==> config.mk <==
export PLATFORM = sky130hd
export DESIGN_NAME = two_four_decoder_flat
export DESIGN_NICKNAME = d
export VERILOG_FILES = /design/src/rtl/two_four_decoder_if.sv /design/src/rtl/two_four_decoder.sv /design/src/flat_wrapper.sv
export SDC_FILE = /design/constraint.sdc
export NUM_CORES = 1
export LEC_CHECK = 0
export CAP_MARGIN = 0
export CORE_ASPECT_RATIO = 1.25
export CORE_MARGIN = 2
export CORE_UTILIZATION = 44
export CTS_BUF_LIST = sky130_fd_sc_hd__clkbuf_8
export DETAILED_ROUTE_END_ITERATION = 10
export GPL_TIMING_DRIVEN = 0
export PLACE_DENSITY = 0.67
export RECOVER_POWER = 25
export SETUP_SLACK_MARGIN = 0.05
export SLEW_MARGIN = 40
export SYNTH_ARGS = -nofsm -noshare
export SYNTH_HDL_FRONTEND = slang
export SYNTH_SLANG_ARGS = --single-unit
==> constraint.sdc <==
create_clock -name clk -period 2.8 [get_ports clk]
set_input_delay 0.56 -clock clk [delete_from_list [all_inputs] [get_ports clk]]
set_output_delay 0.56 -clock clk [all_outputs]
set_load 0.02 [all_outputs]
==> src/rtl/two_four_decoder_if.sv <==
`default_nettype none
// ============================================================================
//  Module      : two_four_decoder_if
//  Description : Handshake and output bundle for the registered 2-to-4
//                decoder. The master side supplies the enable, the 2-bit code
//                {a,b} and in_valid. The slave side (the decoder) returns
//                in_ready, the one-hot word y, out_valid and busy.
//  Signals     : en        decoder enable (low = abort, refuse input)
//                in_valid  code {a,b} is valid
//                in_ready  decoder can take a code this cycle
//                a, b      code MSB, LSB
//                y[3:0]    one-hot decode {s,r,q,p}
//                out_valid y holds a live decoded word
//                busy      decoder is holding a word
//  Revision    : 1.0 - initial release
// ============================================================================
interface two_four_decoder_if;
    logic       en;
    logic       in_valid;
    logic       in_ready;
    logic       a;
    logic       b;
    logic [3:0] y;
    logic       out_valid;
    logic       busy;

    modport master (
        output en, in_valid, a, b,
        input  in_ready, y, out_valid, busy
    );

    modport slave (
        input  en, in_valid, a, b,
        output in_ready, y, out_valid, busy
    );
endinterface
`default_nettype wire

==> src/rtl/two_four_decoder.sv <==
`default_nettype none
// ============================================================================
//  Module      : two_four_decoder
//  Description : Registered 2-to-4 decoder. A 2-bit code {a,b} is accepted
//                through a valid/ready handshake. The matching one-hot word
//                y = {s,r,q,p} is then held for HOLD_CYCLES clocks. A new code
//                can be taken on the last hold cycle, so that back-to-back
//                words have no idle gap.
//  Ports       : clk    rising-edge clock
//                rst_n  asynchronous active-low reset
//                bus    two_four_decoder_if.slave (en, in_valid, in_ready,
//                       a, b, y, out_valid, busy)
//  Parameters  : HOLD_CYCLES  cycles each word is held (1..255)
//                CNT_W        hold-counter width (HOLD_CYCLES <= 2**CNT_W-1)
//  Revision    : 1.0 - initial release
// ============================================================================
module two_four_decoder #(
    parameter int HOLD_CYCLES = 4,
    parameter int CNT_W       = 8
) (
    input  wire logic         clk,
    input  wire logic         rst_n,
    two_four_decoder_if.slave bus
);

    typedef enum logic [0:0] {
        S_IDLE = 1'b0,
        S_HOLD = 1'b1
    } state_t;

    localparam logic [CNT_W-1:0] c_reload  = CNT_W'(HOLD_CYCLES - 1);
    localparam logic [CNT_W-1:0] c_cnt_one = CNT_W'(1);

    state_t           r_state;
    logic [CNT_W-1:0] r_cnt;
    logic [3:0]       r_y;
    logic             r_out_valid;
    logic             r_busy;

    logic             w_in_ready;
    logic             w_accept;
    logic [3:0]       w_code_y;

    // Ready is gated with rst_n so that it reads low for the whole reset
    // interval, even though the state already shows IDLE.
    always_comb begin
        w_in_ready = rst_n & bus.en &
                     ((r_state == S_IDLE) |
                      ((r_state == S_HOLD) & (r_cnt == '0)));
        w_accept   = bus.in_valid & w_in_ready;
        w_code_y   = 4'b0001 << {bus.a, bus.b};
    end

    always_ff @(posedge clk or negedge rst_n) begin
        if (!rst_n) begin
            r_state     <= S_IDLE;
            r_cnt       <= '0;
            r_y         <= 4'b0000;
            r_out_valid <= 1'b0;
            r_busy      <= 1'b0;
        end else begin
            case (r_state)
                S_IDLE: begin
                    if (w_accept) begin
                        r_state     <= S_HOLD;
                        r_y         <= w_code_y;
                        r_cnt       <= c_reload;
                        r_out_valid <= 1'b1;
                        r_busy      <= 1'b1;
                    end
                end
                S_HOLD: begin
                    if (!bus.en) begin
                        // Abort: the held word is dropped at once.
                        r_state     <= S_IDLE;
                        r_y         <= 4'b0000;
                        r_cnt       <= '0;
                        r_out_valid <= 1'b0;
                        r_busy      <= 1'b0;
                    end else if (r_cnt != '0) begin
                        r_cnt <= r_cnt - c_cnt_one;
                    end else if (w_accept) begin
                        // Last hold cycle with a new code: reload without a gap.
                        r_y   <= w_code_y;
                        r_cnt <= c_reload;
                    end else begin
                        r_state     <= S_IDLE;
                        r_y         <= 4'b0000;
                        r_out_valid <= 1'b0;
                        r_busy      <= 1'b0;
                    end
                end
                default: begin
                    r_state     <= S_IDLE;
                    r_cnt       <= '0;
                    r_y         <= 4'b0000;
                    r_out_valid <= 1'b0;
                    r_busy      <= 1'b0;
                end
            endcase
        end
    end

    assign bus.in_ready  = w_in_ready;
    assign bus.y         = r_y;
    assign bus.out_valid = r_out_valid;
    assign bus.busy      = r_busy;

endmodule
`default_nettype wire
==> src/flat_wrapper.sv <==
// flat-port wrapper written by rule: the top's interface ports become plain ports
module two_four_decoder_flat 
#(
    parameter int HOLD_CYCLES = 4,
    parameter int CNT_W       = 8
)
  (clk, rst_n, bus_en, bus_in_valid, bus_a, bus_b, bus_in_ready, bus_y, bus_out_valid, bus_busy);
  two_four_decoder_if bus_i ();
  input  wire logic clk;
  input  wire logic rst_n;
  input wire logic [$bits(bus_i.en)-1:0] bus_en;
  input wire logic [$bits(bus_i.in_valid)-1:0] bus_in_valid;
  input wire logic [$bits(bus_i.a)-1:0] bus_a;
  input wire logic [$bits(bus_i.b)-1:0] bus_b;
  output wire logic [$bits(bus_i.in_ready)-1:0] bus_in_ready;
  output wire logic [$bits(bus_i.y)-1:0] bus_y;
  output wire logic [$bits(bus_i.out_valid)-1:0] bus_out_valid;
  output wire logic [$bits(bus_i.busy)-1:0] bus_busy;
  assign bus_i.en = bus_en;
  assign bus_i.in_valid = bus_in_valid;
  assign bus_i.a = bus_a;
  assign bus_i.b = bus_b;
  assign bus_in_ready = bus_i.in_ready;
  assign bus_y = bus_i.y;
  assign bus_out_valid = bus_i.out_valid;
  assign bus_busy = bus_i.busy;
  two_four_decoder #(.HOLD_CYCLES(HOLD_CYCLES), .CNT_W(CNT_W)) u_core (.clk(clk), .rst_n(rst_n), .bus(bus_i));
endmodule
# Word level (Yosys, flattened, before mapping)
# Cells that the tools add are included.
totals:
  elab_cells: 37
  n_memories: 0
  inputBits: 6
  ramBits: 0
  mem_bits_ro: 0
  register_bits: 14
  latchBits: 0
classes:
  n_bitwise: 6
  multipliers: 0
  shift: 1
  div: 0
  mux: 18
  addsub: 1
  eq_ne: 3
  n_lt_le_gt_ge: 0
  n_reduce_logical: 4
ops:
  columns: ["op", "n"]
  rows:
  - ["$mux W8", 3]
  - ["$mux W4", 4]
  - ["$pmux W8 S2", 1]
  - ["$logic_not A8 Y1", 1]
  - ["$pmux W4 S2", 1]
  - ["$reduce_bool A8 Y1", 1]
  - ["$sub A8 B1 Y8 const B", 1]
  - ["$mux W1", 7]
  - ["$ne A3 B3 Y1 const B", 2]
  - ["$and A1 B1 Y1", 4]
  - ["$pmux W1 S2", 2]
  - ["$shl A1 B2 Y4 const A", 1]
  - ["$reduce_and A3 Y1", 1]
  - ["$ne A2 B1 Y1 const B", 1]
  - ["$reduce_and A2 Y1", 1]
  - ["$not A1 Y1", 1]
  - ["$or A1 B1 Y1", 1]

# Depth between registers and ports, before layout
# Gate-level depths: netlist of the first run.
depth:
  depth_word: 9
  mapped_depth: 6
  ltp_nobuf: 5

# Worst setup path before layout of the first run
# Ideal clock, no wire load.
synth_timing:
  kind: "reg2out"
  startpoint: "register u_core.r_cnt[0]"
  endpoint: "output port bus_in_ready"
  path_stages_with_launch: 6
  slack_ns: 0.518
  arrival_time_ns: 1.722
  required_ns: 2.240
  path_cell_list: "dfrtp_1 -> inv_1 -> ha_1 -> or3b_2 -> o21ai_2 -> and3_1"
synth_via:
  elab_chain_len: 4
synth_rtl:
  columns: ["element", "line_no", "source"]
  rows:
  - ["start: declaration", "two_four_decoder.sv:35", "logic [CNT_W-1:0] r_cnt;"]
  - ["start signal: assignment", "two_four_decoder.sv:67", "r_cnt <= c_reload;"]
  - ["start signal: assignment", "two_four_decoder.sv:81", "r_cnt <= r_cnt - c_cnt_one;"]
  - ["start signal: assignment", "two_four_decoder.sv:85", "r_cnt <= c_reload;"]
  - ["$logic_not A8 Y1", "two_four_decoder.sv:49", "((r_state == S_HOLD) & (r_cnt == '0)));"]
  - ["$and A1 B1 Y1", "two_four_decoder.sv:49", null]
  - ["$or A1 B1 Y1", "two_four_decoder.sv:48", "((r_state == S_IDLE) |"]
  - ["$and A1 B1 Y1", "two_four_decoder.sv:47", "w_in_ready = rst_n & bus.en &"]
  - ["end: declaration", "flat_wrapper.sv:15", "output wire logic [$bits(bus_i.in_ready)-1:0] bus_in_ready;"]
# No other way between the ends.

# Worst setup path after layout of the first run
# Same ends and word-level chain as after synthesis.

==> reports/metrics.csv, run 1 <==
metric;value;unit
Worst Path Arrival;2.11;ns
internal cell power;0.000603;W
sequential area share after synthesis;39.3;%
clock slew at reported path FFs;0.06;ns
startpoint types;register;
peak supply drop;486;uV
H-tree depth;1;
Placed Cells;127;
chip height;54.3;um
die area;0.00241;mm2
Least-Margin Pin Slew;0.978;ns
Die X;44.3;um
CP endpoint kind;primary output;
dpl hpwl;1.49;mm
Worst EP required;2.24;ns
crit-path cells;inv_1 -> ha_2 -> or3b_2 -> o21ai_4 -> and3_1 -> dlygate4sd2_1;
Clock Power Share;15.0;%
Post-route DRC;0;
CP max stage delay;0.51;ns
synthesized area per cell;9.39;um2
Detailed Routing Iterations Pass 1;4;
DRT antenna net count;0;
EDFF count, synth;0;
total power;0.00107;W
clock skew;0.00204;ns
total I/O pin count;13;
clk sinks;14;
final RePlAce weighted congestion;0.849;
maximum fanout along the worst path;6;
initial cell density of the core;46.1;%
Rel. slew slack;34.8;%
Main synth FF type;dfrtp_1;
final worst path period need;2.67;ns
Hold Fails Final Rpt;0;
pwr dens;987;mW/mm2
Final Instance Area;0.00109;mm2
Synthesized Nets;102;
Mapped Cells;95;
Async SR Flop Fraction;100;%
top-area cell type share of the netlist area;39.3;%
CTS tree;done;
Ys Warns;0;
max-slew violations;0;
TritonCTS Buffers;3;
run status;completed;
register-to-register setup slack;0.71;ns
wire length per cell;15.8;um
switching share of power;43.9;%
Syn Std Cell Area;892;um2
largest net degree at the start of global routing;20;
kind of critical path;register to primary output;
antenna violations before repair;0;
diode count;0;
GRT Overall Usage;20.6;%
First DRT Iteration DRCs;7;
Distinct cells, synth;36;
Overflow after GRT;0;
clock latency on the worst-skew pair;0.24;ns
final net count;120;
global-route wire length before repair;3.58;mm
placed cell areas;0.00104;mm2
DR vias/cell;6.37;
Leak Pwr;0.415;nW
via count;835;
Crit-path slowest cell;or3b_2;
Finished Layout Cells;131;
Gate power share;51.6;%
Synth area leaders;dfrtp_1, a221oi_1, o2111ai_1, inv_1, nand2_1;
vias in the first global route;793;
Net Switching;0.000471;W
maximum capacitance violations;0;
Final period util;95.3;%
Max Buffers Root-to-Sink;2;
Synth Register Bits;14;
Rows;18;
hold crit path type;primary input to asynchronous set/reset pin;
share of cells above drive strength 1;11.7;%
Buffers on Ports;12;
core area;0.00194;mm2
list of most frequent post-synthesis cells;dfrtp_1, inv_1, nand2_1, nor2_1;
Total Wirelength;2.07;mm
Hold-fix buffers, CTS;0;
clock root buffer;clkbuf_8;
most frequent cell after synthesis;dfrtp_1;
Setup violations, final;0;
area delta synth->final;22.0;%
RSZ-0062 raised after global routing;no;
setup TNS;0;ns
Sequential Power Share;33.3;%
Max Freq;0.375;GHz
cell taking the most area after synthesis;dfrtp_1;
cells in the final DEF (no fill, tap or decap), types with 6 or more instances in the layout:
cell type	n
a221oi_1	6
nor2_1	7
o2111ai_1	6
nand2_1	7
clkdlybuf4s50_1	10
clkbuf_1	6
dfrtp_1	14
inv_1	7
registers in the layout, summed over array words and instances, names as in the netlist:
signal	flops
u_core.r_state	1
u_core.bus.y	4
u_core.bus.out_valid	1
u_core.r_cnt	8
metrics by stage:
stage / setup slack [ns] / hold WS (ns) / util [%]
floorplan: 0.518 / 0.264 / -
global placement: -0.212 / 0.567 / 53.6
detailed placement: -0.216 / 0.573 / 53.6
CTS: 0.0963 / 0.533 / 56.3
global route: 0.0482 / 0.517 / 56.2
finish: 0.130 / 0.455 / 56.2
per-layer routing:
metal / up-vias / part of all wire [%] / track usage (%) / wire length, um
met5: - / 0 / 0 / 0
met4: 0 / 0.87 / 11.1 / 18
met3: 2 / 1.9 / 2.97 / 40
met2: 11 / 51 / 35.8 / 1050
met1: 415 / 46 / 24.3 / 952
li1: 407 / - / - / -
layout make-up:
type                            instances  area, um2
Timing Repair Buffer                   13        120
Sequential cell                        14        350
Clock buffer                            3       41.3
Multi-Input combinational cell         65        484
Buffer                                  9       41.3
Fill cell                             174        848
Inverter                                7       26.3
Tap cell                               20       25.0
critical path, delay by kind of cell (launching register included):
family | cells | cell delay [ns]
compound gates | 1 | 0.17
fa+ha+maj | 1 | 0.22
buf+inv | 2 | 0.42
flops | 1 | 0.40
simple gates | 2 | 0.67
worst paths after layout:
kind	endpoint	from	cells past startpoint
max	bus_in_ready	u_core.r_cnt[0]	6
min	u_core.r_cnt[7]	rst_n	1
min reg2reg	u_core.bus.y[3]	u_core.bus.y[3]	2
max in group asynchronous	u_core.bus.y[1]	rst_n	1
max reg2reg	u_core.bus.y[1]	u_core.r_cnt[0]	6
min in group clk	u_core.bus.y[3]	u_core.bus.y[3]	2
power groups by stage:
stage                     Combinational [W]  Clock (W)  Sequential, W
final                              0.000555   0.000162       0.000358
after global routing               0.000614   0.000179       0.000372
after CTS                          0.000554   0.000168       0.000357
after detailed placement           0.000536          0       0.000360
after global placement             0.000536          0       0.000357
after floorplan                    0.000341          0       0.000371
cells by family after synthesis:
group / count (synthesis) / synth area share [%]
AO/OA/AOI/OAI: 31 / 29.0
AND/OR/NAND/NOR: 30 / 19.2
buffers and inverters: 16 / 7.57
flip-flops: 14 / 39.3
multiplexers: 3 / 3.51
adder cells (fa/ha/maj): 1 / 1.40
timing repair:
item,in CTS,in global routing
resized for setup,3,1
pin swaps,1,0
setup buffers,1,0
gates cloned,0,0
setup endpoints to repair,1,1
No activity file was read; power rests on OpenSTA's default activity.
==> inputs of run 2 (changes only) <==
- REMOVE_ABC_BUFFERS: unset -> 1
==> run 2 against run 1 <==
Compared with the run above:
- non-clock buffer count down 9
- power decreased by 2.3%
- global-route usage shrank 0.91 points
- critical path type unchanged
- critical endpoint unchanged
==> reports/metrics.csv, run 2 (synthesis gave the netlist of run 1 again) <==
metric;value;unit;change
run status;completed;;
die area;0.00241;mm2;unchanged
Total Wirelength;2.05;mm;-0.92%
register-to-register setup slack;0.75;ns;+0.04 ns
crit-path cells;inv_1 -> ha_1 -> or3b_4 -> o21ai_4 -> and3_1 -> clkbuf_2;;
DRT antenna net count;0;;unchanged
max-slew violations;0;;unchanged
dpl hpwl;1.39;mm;-6.4%
Least-Margin Pin Slew;0.922;ns;-0.0557 ns
final worst path period need;2.55;ns;-0.124 ns
Detailed Routing Iterations Pass 1;4;;unchanged
GRT Overall Usage;19.7;%;-0.91 points
initial cell density of the core;46.1;%;unchanged
Overflow after GRT;0;;unchanged
clk sinks;14;;unchanged
Crit-path slowest cell;or3b_4;;
Rel. slew slack;38.5;%;+3.7 points
Post-route DRC;0;;unchanged
CP endpoint kind;primary output;;
clock root buffer;clkbuf_8;;
peak supply drop;456;uV;-6.2%
DR vias/cell;6.64;;+4.2%
Leak Pwr;0.392;nW;-5.5%
vias in the first global route;751;;-5.3%
Placed Cells;118;;-7.1%
most frequent cells in the layout;dfrtp_1, clkdlybuf4s50_1, nor2_1, inv_1, nand2_1;;
largest net degree at the start of global routing;20;;unchanged
via count;810;;-3.0%
H-tree depth;1;;unchanged
CP endpoint;bus_in_ready;;
startpoint types;register;;
largest reg by FF count;u_core.r_cnt;;
Crit. path cell count;6;;unchanged
Die X;44.3;um;unchanged
Rows;18;;unchanged
critical path startpoint;u_core.r_cnt[0];;
area delta synth->final;17.4;%;
wire length per cell;16.8;um;+6.4%
Worst EP required;2.24;ns;about the same
CTS tree;done;;
commonest non-fill, non-tap cell in the layout;dfrtp_1;;
total power;0.00105;W;-2.3%
maximum fanout along the worst path;12;;+6
Setup violations, final;0;;unchanged
RSZ-0062 raised after global routing;no;;
clock latency on the worst-skew pair;0.24;ns;about the same
CP max stage delay;0.50;ns;about the same
Worst Path Arrival;1.99;ns;-0.12 ns
Filler cells;182;;+4.6%
maximum capacitance violations;0;;unchanged
hold crit path type;primary input to asynchronous set/reset pin;;
global-route wire length before repair;3.48;mm;-2.9%
worst flop-to-flop path endpoint;u_core.r_state;;
WP buf/inv;2;;unchanged
Max Freq;0.393;GHz;+4.9%
kind of critical path;register to primary output;;
Final period util;90.9;%;-4.4 points
clock slew at reported path FFs;0.05;ns;about the same
max reg flops;8;;unchanged
share of cells above drive strength 1;9.80;%;-1.9 points
pwr dens;1000;mW/mm2;+1.6%
Max Buffers Root-to-Sink;2;;unchanged
Buffers on Ports;12;;unchanged
final net count;111;;-7.5%
First DRT Iteration DRCs;15;;+8
Worst R2R Path Depth;6;;unchanged
chip height;54.3;um;unchanged
diode count;0;;unchanged
core area;0.00194;mm2;unchanged
Top delay family on crit path;simple AND/OR/NAND/NOR gates;;
Hold Fails Final Rpt;0;;unchanged
total I/O pin count;13;;unchanged
TritonCTS Buffers;3;;unchanged
final RePlAce weighted congestion;0.815;;-4.0%
antenna violations before repair;0;;unchanged
Finished Layout Cells;122;;-6.9%
RR Startpoint;u_core.r_cnt[0];;
clock skew;0.00112;ns;-0.000921 ns
-- run 2: cell types whose count changed in the layout (fill, tap and decap cells not counted), sizes merged --
cell,previous run,this run
dlygate4sd2,1,0
buf,5,1
clkbuf,9,5
-- run 2: power breakdown --
group	internal, W	leakage (nW)	switching (W)
clock network	0.0000951	0.0216	0.0000679
registers	0.000278	0.184	0.0000965
logic	0.000216	0.186	0.000296
total	0.000589	0.392	0.000461
-- run 2: routing by layer --
metal  vias up  routed length, um  GRT usage [%]
li1        393                  -              -
met4         0                 21           8.08
met1       396                897           24.1
met2        17               1050           34.1
met3         4                 77           3.30
met5         -                  0              0
-- run 2: worst min path at each step --
stage | from | end | cells after the start
floorplan | rst_n | u_core.bus.out_valid | 0
global placement | u_core.bus.y[0] | u_core.bus.y[0] | 2
detailed placement | u_core.bus.y[3] | u_core.bus.y[3] | 2
CTS | rst_n | u_core.r_cnt[6] | 1
global route | rst_n | u_core.r_cnt[4] | 1
finish | rst_n | u_core.r_cnt[7] | 1
-- run 2: through the flow --
| stage | hold slack [ns] | utilization [%] | cell area (um2) | setup TNS, ns | setup WS [ns] |
|---|---|---|---|---|---|
| after floorplan | 0.264 | - | 851 | 0 | 0.416 |
| after global placement | 0.564 | 51.4 | 996 | -0.307 | -0.307 |
| after detailed placement | 0.576 | 51.4 | 996 | -0.306 | -0.306 |
| after CTS | 0.519 | 54.5 | 1060 | 0 | 0.0961 |
| after global routing | 0.505 | 54.1 | 1050 | 0 | 0.140 |
| final | 0.427 | 54.1 | 1050 | 0 | 0.254 |
-- run 2: area by class of cell --
cell class / count / area [um2] / area share, %
Sequential cell: 14 / 350 / 33.5
Multi-Input combinational cell: 65 / 488 / 46.6
Tap cell: 20 / 25.0 / 2.39
Timing Repair Buffer: 13 / 116 / 11.1
Inverter: 7 / 26.3 / 2.51
Clock buffer: 3 / 41.3 / 3.94
-- run 2: repair_timing --
action | in CTS | in global routing
resized for setup | 5 | 2
endpoints found under the setup margin | 1 | 1
hold buffers | 0 | 0
pin swaps | 1 | 0
buffers inserted | 1 | 0
